## config.mk

```make
export PLATFORM = sky130hd
export DESIGN_NAME = mult_share_arbiter
export DESIGN_NICKNAME = d
export VERILOG_FILES = /design/src/rtl/mult_share_arbiter.sv
export SDC_FILE = /design/constraint.sdc
export NUM_CORES = 1
export LEC_CHECK = 0
export ABC_CLOCK_PERIOD_IN_PS = 3800
export CORE_MARGIN = 2
export CORE_UTILIZATION = 41
export DETAILED_ROUTE_END_ITERATION = 10
export PLACE_DENSITY = 0.89
export SLEW_MARGIN = 5
export SYNTH_ARGS = -nofsm -noshare
export SYNTH_HDL_FRONTEND = slang
export SYNTH_SLANG_ARGS = --single-unit
```

## constraint.sdc

```tcl
create_clock -name clk -period 3.8 [get_ports clk]
set_input_delay 0.57 -clock clk [delete_from_list [all_inputs] [get_ports clk]]
set_output_delay 0.57 -clock clk [all_outputs]
set_load 0.03 [all_outputs]
```

## src/rtl/mult_share_arbiter.sv

```systemverilog
// Round-robin sequencer that shares one shift-add multiplier among N_REQ requesters.
// Zero operands bypass the multiplier; a watchdog turns a hung operation into an error response.
module mult_share_arbiter #(
    parameter int N_REQ   = 4,
    parameter int WIDTH   = 8,
    parameter int TIMEOUT = 64
) (
    input  logic                   clk,
    input  logic                   reset,
    input  logic [N_REQ-1:0]       req,
    input  logic [N_REQ*WIDTH-1:0] a_in,
    input  logic [N_REQ*WIDTH-1:0] b_in,
    output logic [N_REQ-1:0]       gnt,
    output logic [N_REQ-1:0]       done_out,
    output logic [2*WIDTH-1:0]     product_out,
    output logic                   err_out,
    output logic                   busy,
    output logic                   mul_start,
    output logic [WIDTH-1:0]       mul_a,
    output logic [WIDTH-1:0]       mul_b,
    input  logic                   mul_ready,
    input  logic [2*WIDTH-1:0]     mul_product
);
    localparam int IW = $clog2(N_REQ);
    localparam int TW = $clog2(TIMEOUT);

    typedef enum logic [2:0] {IDLE, ISSUE, WAIT_ACC, WAIT_DONE, RESPOND} state_t;

    state_t          state_reg;
    logic [IW-1:0]   last_idx_reg;
    logic [IW-1:0]   idx_reg;
    logic [TW-1:0]   timer_reg;
    logic            err_reg;

    logic [IW-1:0]   cand [N_REQ];
    logic [IW-1:0]   pick_idx;
    logic [N_REQ-1:0] pick_onehot;
    logic [WIDTH-1:0] sel_a;
    logic [WIDTH-1:0] sel_b;

    // cand[k] is the requester k+1 positions after the last winner
    generate
        for (genvar gi = 0; gi < N_REQ; gi++) begin : g_cand
            assign cand[gi] = IW'((int'(last_idx_reg) + gi + 1) % N_REQ);
        end
    endgenerate

    always_comb begin
        pick_idx = '0;
        for (int k = N_REQ - 1; k >= 0; k--) begin
            if (req[cand[k]]) begin
                pick_idx = cand[k];
            end
        end
        pick_onehot = N_REQ'(1) << pick_idx;
        sel_a       = a_in[pick_idx*WIDTH +: WIDTH];
        sel_b       = b_in[pick_idx*WIDTH +: WIDTH];
    end

    assign busy = (state_reg != IDLE);

    always_ff @(posedge clk or posedge reset) begin
        if (reset) begin
            state_reg    <= IDLE;
            last_idx_reg <= IW'(N_REQ - 1);
            idx_reg      <= '0;
            timer_reg    <= '0;
            err_reg      <= 1'b0;
            gnt          <= '0;
            done_out     <= '0;
            product_out  <= '0;
            err_out      <= 1'b0;
            mul_start    <= 1'b0;
            mul_a        <= '0;
            mul_b        <= '0;
        end else begin
            mul_start <= 1'b0;
            done_out  <= '0;
            err_out   <= 1'b0;
            case (state_reg)
                IDLE: begin
                    if ((|req) && mul_ready) begin
                        idx_reg <= pick_idx;
                        mul_a   <= sel_a;
                        mul_b   <= sel_b;
                        gnt     <= pick_onehot;
                        err_reg <= 1'b0;
                        if (sel_a == '0 || sel_b == '0) begin
                            product_out <= '0;
                            state_reg   <= RESPOND;
                        end else begin
                            mul_start <= 1'b1;
                            state_reg <= ISSUE;
                        end
                    end
                end
                ISSUE: begin
                    timer_reg <= '0;
                    state_reg <= WAIT_ACC;
                end
                WAIT_ACC, WAIT_DONE: begin
                    timer_reg <= timer_reg + 1'b1;
                    // The watchdog wins over a completion seen in the same cycle
                    if (timer_reg == TW'(TIMEOUT - 1)) begin
                        product_out <= '0;
                        err_reg     <= 1'b1;
                        state_reg   <= RESPOND;
                    end else if (state_reg == WAIT_ACC) begin
                        if (!mul_ready) begin
                            state_reg <= WAIT_DONE;
                        end
                    end else if (mul_ready) begin
                        product_out <= mul_product;
                        state_reg   <= RESPOND;
                    end
                end
                RESPOND: begin
                    done_out     <= gnt;
                    err_out      <= err_reg;
                    gnt          <= '0;
                    last_idx_reg <= idx_reg;
                    state_reg    <= IDLE;
                end
                default: state_reg <= IDLE;
            endcase
        end
    end
endmodule

```

==> flow_summary.json <==
{
  "status": "finished, final reports clean",
  "period_share": 0.8362,
  "hold-worst-slack_ns": 0.5012,
  "largest_reg_flops": 16,
  "synth_top_area_frac": 0.4811,
  "hold_viol_final": 0,
  "hp-class": "reg -> reg",
  "drive_above_1_share": 0.1236,
  "nets": 444,
  "min_from": "timer_reg[4]",
  "worstMarginPinSlew_ns": 0.7217,
  "clkPwrFrac": 0.106,
  "coreArea_um2": 6719,
  "crit_fanout": 34,
  "setup_viol": 0,
  "worstSetupPathDepth": 10,
  "ys_ff_latch": 56,
  "gr-total-overflow": 0,
  "first_iter_violations": 152,
  "drtAntennaViolNets": 0,
  "dp_hpwl_um": 5278,
  "min_delay_path_depth": 1,
  "root_buffer": "clkbuf_8",
  "io_buffers": 129,
  "power.share.sequential": 0.321,
  "cp.required_ns": 3.99,
  "max_stage_delay_ns": 0.55,
  "firstDrtPassIters": 4,
  "layout_common_cells": "129 x clkdlybuf4s50_1, 54 x dfrtp_1, 49 x mux2i_1",
  "combPwrFrac": 0.573,
  "p_sw_frac": 0.4083,
  "vias": 2309,
  "areaGrowthSynthToFinish_pct": 52.07,
  "dieArea_um2": 7529,
  "finish.utilization": 0.6358,
  "ios": 130,
  "synth_compound_area_frac": 0.1171,
  "postCtsHoldBufs": 0,
  "cp.arrival_ns": 3.37,
  "start_util": 0.4181,
  "synth_simple_gate_area_frac": 0.07973,
  "syn_avg_cell_area_um2": 12.37,
  "antenna_found_initial": 0,
  "grt_pass1_wl_um": 11220,
  "crit_type": "in -> reg",
  "critPathCaptureType": "flip-flop",
  "fin_skew_ns": 0.003805,
  "cap_viol_max_count": 0,
  "fin_setup_tns_ns": 0,
  "place_congestion": 0.7486,
  "synth_cell_types": 35,
  "regMostFlops": "product_out",
  "vias_per_cell": 5.296,
  "final_common_cell": "clkdlybuf4s50_1",
  "die_w_um": 86.77,
  "cts_tree": "built",
  "power_per_cell_area_nw_per_um2": 746.1,
  "synthMuxAreaShare": 0.2548,
  "path_cells": "clkdlybuf4s50_1, nand3b_1, a31oi_4, buf_12, mux2i_1, mux2i_1, nor4_1, a21oi_1, a21o_1, a22o_1",
  "power_switching_mw": 1.301,
  "reg2regPathDepth": 9,
  "crit_start": "req[3]",
  "max_freq_ghz": 0.3147,
  "grt_pass1_vias": 2332,
  "ir_drop_mv": 0.4735,
  "grt_max_degree": 38,
  "synth.yosys.warnings": 0,
  "ys_seq_area_frac": 0.4998,
  "antenna_cells": 0,
  "gr-usage-all-layers": 0.1879,
  "rows": 30,
  "syn_area_um2": 2809,
  "cts-resized-gates": 0,
  "worstReg2RegStart": "last_idx_reg[1]",
  "maxSlewViolCount": 0,
  "yosys.area.top_type": "dfrtp_1",
  "clk_pin_slew_ns": 0.09,
  "clkLatencyLatePin_ns": 0.30,
  "relSlewSlack": 0.5181,
  "die_h_um": 86.77,
  "synth_area_leaders": "dfrtp_1 48%, mux2i_1 17%, mux2_2 8.0%, a22o_1 5.6%, buf_6 2.4%",
  "synth_nets": 315,
  "post-cts-setup-buffers": 0,
  "cp_common_cell": "mux2i_1",
  "p_leak_nw": 1.895,
  "critPathTopFamily": "compound AO/OA/AOI/OAI gates",
  "synth_cells": 227,
  "wl_per_cell_um": 15.48,
  "ctsHtreeMaxLevel": 2,
  "rsz0062_at_grt": "no",
  "reg_top3": "product_out (16), mul_a (8), mul_b (8)",
  "synth_top_family_by_area": "multiplexers",
  "path_buf_inv": 2,
  "slowest_stage": "clkdlybuf4s50_1",
  "cts_buffers": 5,
  "drc": 0,
  "startpoint_type": "input pin",
  "synthAdderAreaFrac": 0.004454,
  "cts.sink_count": 56,
  "wirelength_um": 6751,
  "synth-xor-area-share": 0,
  "clk_path_buf_depth": 2,
  "fin_crit_ns": 3.178,
  "internal-power_mw": 1.886
}
[per-layer routing]
layer	vias to the layer above	track usage	wire length, um
li1	1100	-	-
met1	1091	0.2328	2689
met2	97	0.3168	3412
met3	21	0.04476	413
met4	0	0.07386	235
met5	-	0	0
[area by class of cell]
class	instances	area [um^2]
repair buffers	135	1361
fillers	529	2447
inverters	3	11.26
multi-input cells	155	1299
clock buffers	7	96.34
flip-flops and latches	56	1404
well taps	80	100.1
[cells in the mapped netlist, drive strengths merged]
cell type / number
nor2b: 2
or2: 2
inv: 3
nor4: 4
nand2b: 4
mux2: 20
nand2: 10
or3: 1
ha: 1
and3: 5
o22ai: 4
o221ai: 1
nand4: 2
o21ai: 4
o31ai: 1
nand3: 3
a221oi: 1
o41ai: 1
buf: 9
dfstp: 2
mux2i: 49
a211oi: 1
a21oi: 6
dfrtp: 54
clkbuf: 4
a21o: 3
a31oi: 1
a22o: 18
or3b: 1
o211ai: 1
nand3b: 1
nor2: 8
[power groups by stage]
stage | clock, mW | sequential (mW) | combinational, mW
2_1_floorplan | 0 | 1.37 | 0.839
3_3_place_gp | 0 | 1.02 | 1.80
3_5_place_dp | 0 | 1.03 | 1.84
4_1_cts | 0.344 | 1.02 | 1.84
5_1_grt | 0.367 | 1.06 | 1.94
6_report | 0.338 | 1.02 | 1.83
[worst register-to-register path, delay by kind of cell (launching register included)]
family	cells	cell delay (ns)
mux	2	0.39
simple gates	2	0.41
flops	1	0.59
compound gates	4	1.18
buf+inv	1	0.26
[per-stage QoR]
step / setup slack [ns] / cell area [um^2] / power, mW / instances
6_report: 0.6224 / 4272 / 3.187 / 436
5_1_grt: 0.4218 / 4272 / 3.367 / 436
4_1_cts: 0.6040 / 4272 / 3.209 / 436
3_5_place_dp: 0.2960 / 4175 / 2.866 / 429
3_3_place_gp: 0.3407 / 4175 / 2.824 / 429
2_1_floorplan: 1.090 / 2809 / 2.214 / 227
[logic make-up (layout without fill, tap and decap cells)]
family,after synthesis,in the layout
compound gates,42,42
fa+ha+maj,1,1
buf+inv,16,145
flops,56,56
mux,69,69
simple gates,43,43
[worst paths after layout]
path                                   end  slack, ns
hold / removal                timer_reg[4]       0.50
setup / recovery           product_out[12]       0.62
min in group asynchronous   product_out[3]       0.71
setup reg to reg           product_out[12]       0.86
hold reg to reg               timer_reg[4]       0.50
max in group asynchronous  last_idx_reg[0]       2.30
Note: power is estimated with default switching activity, not from simulation.
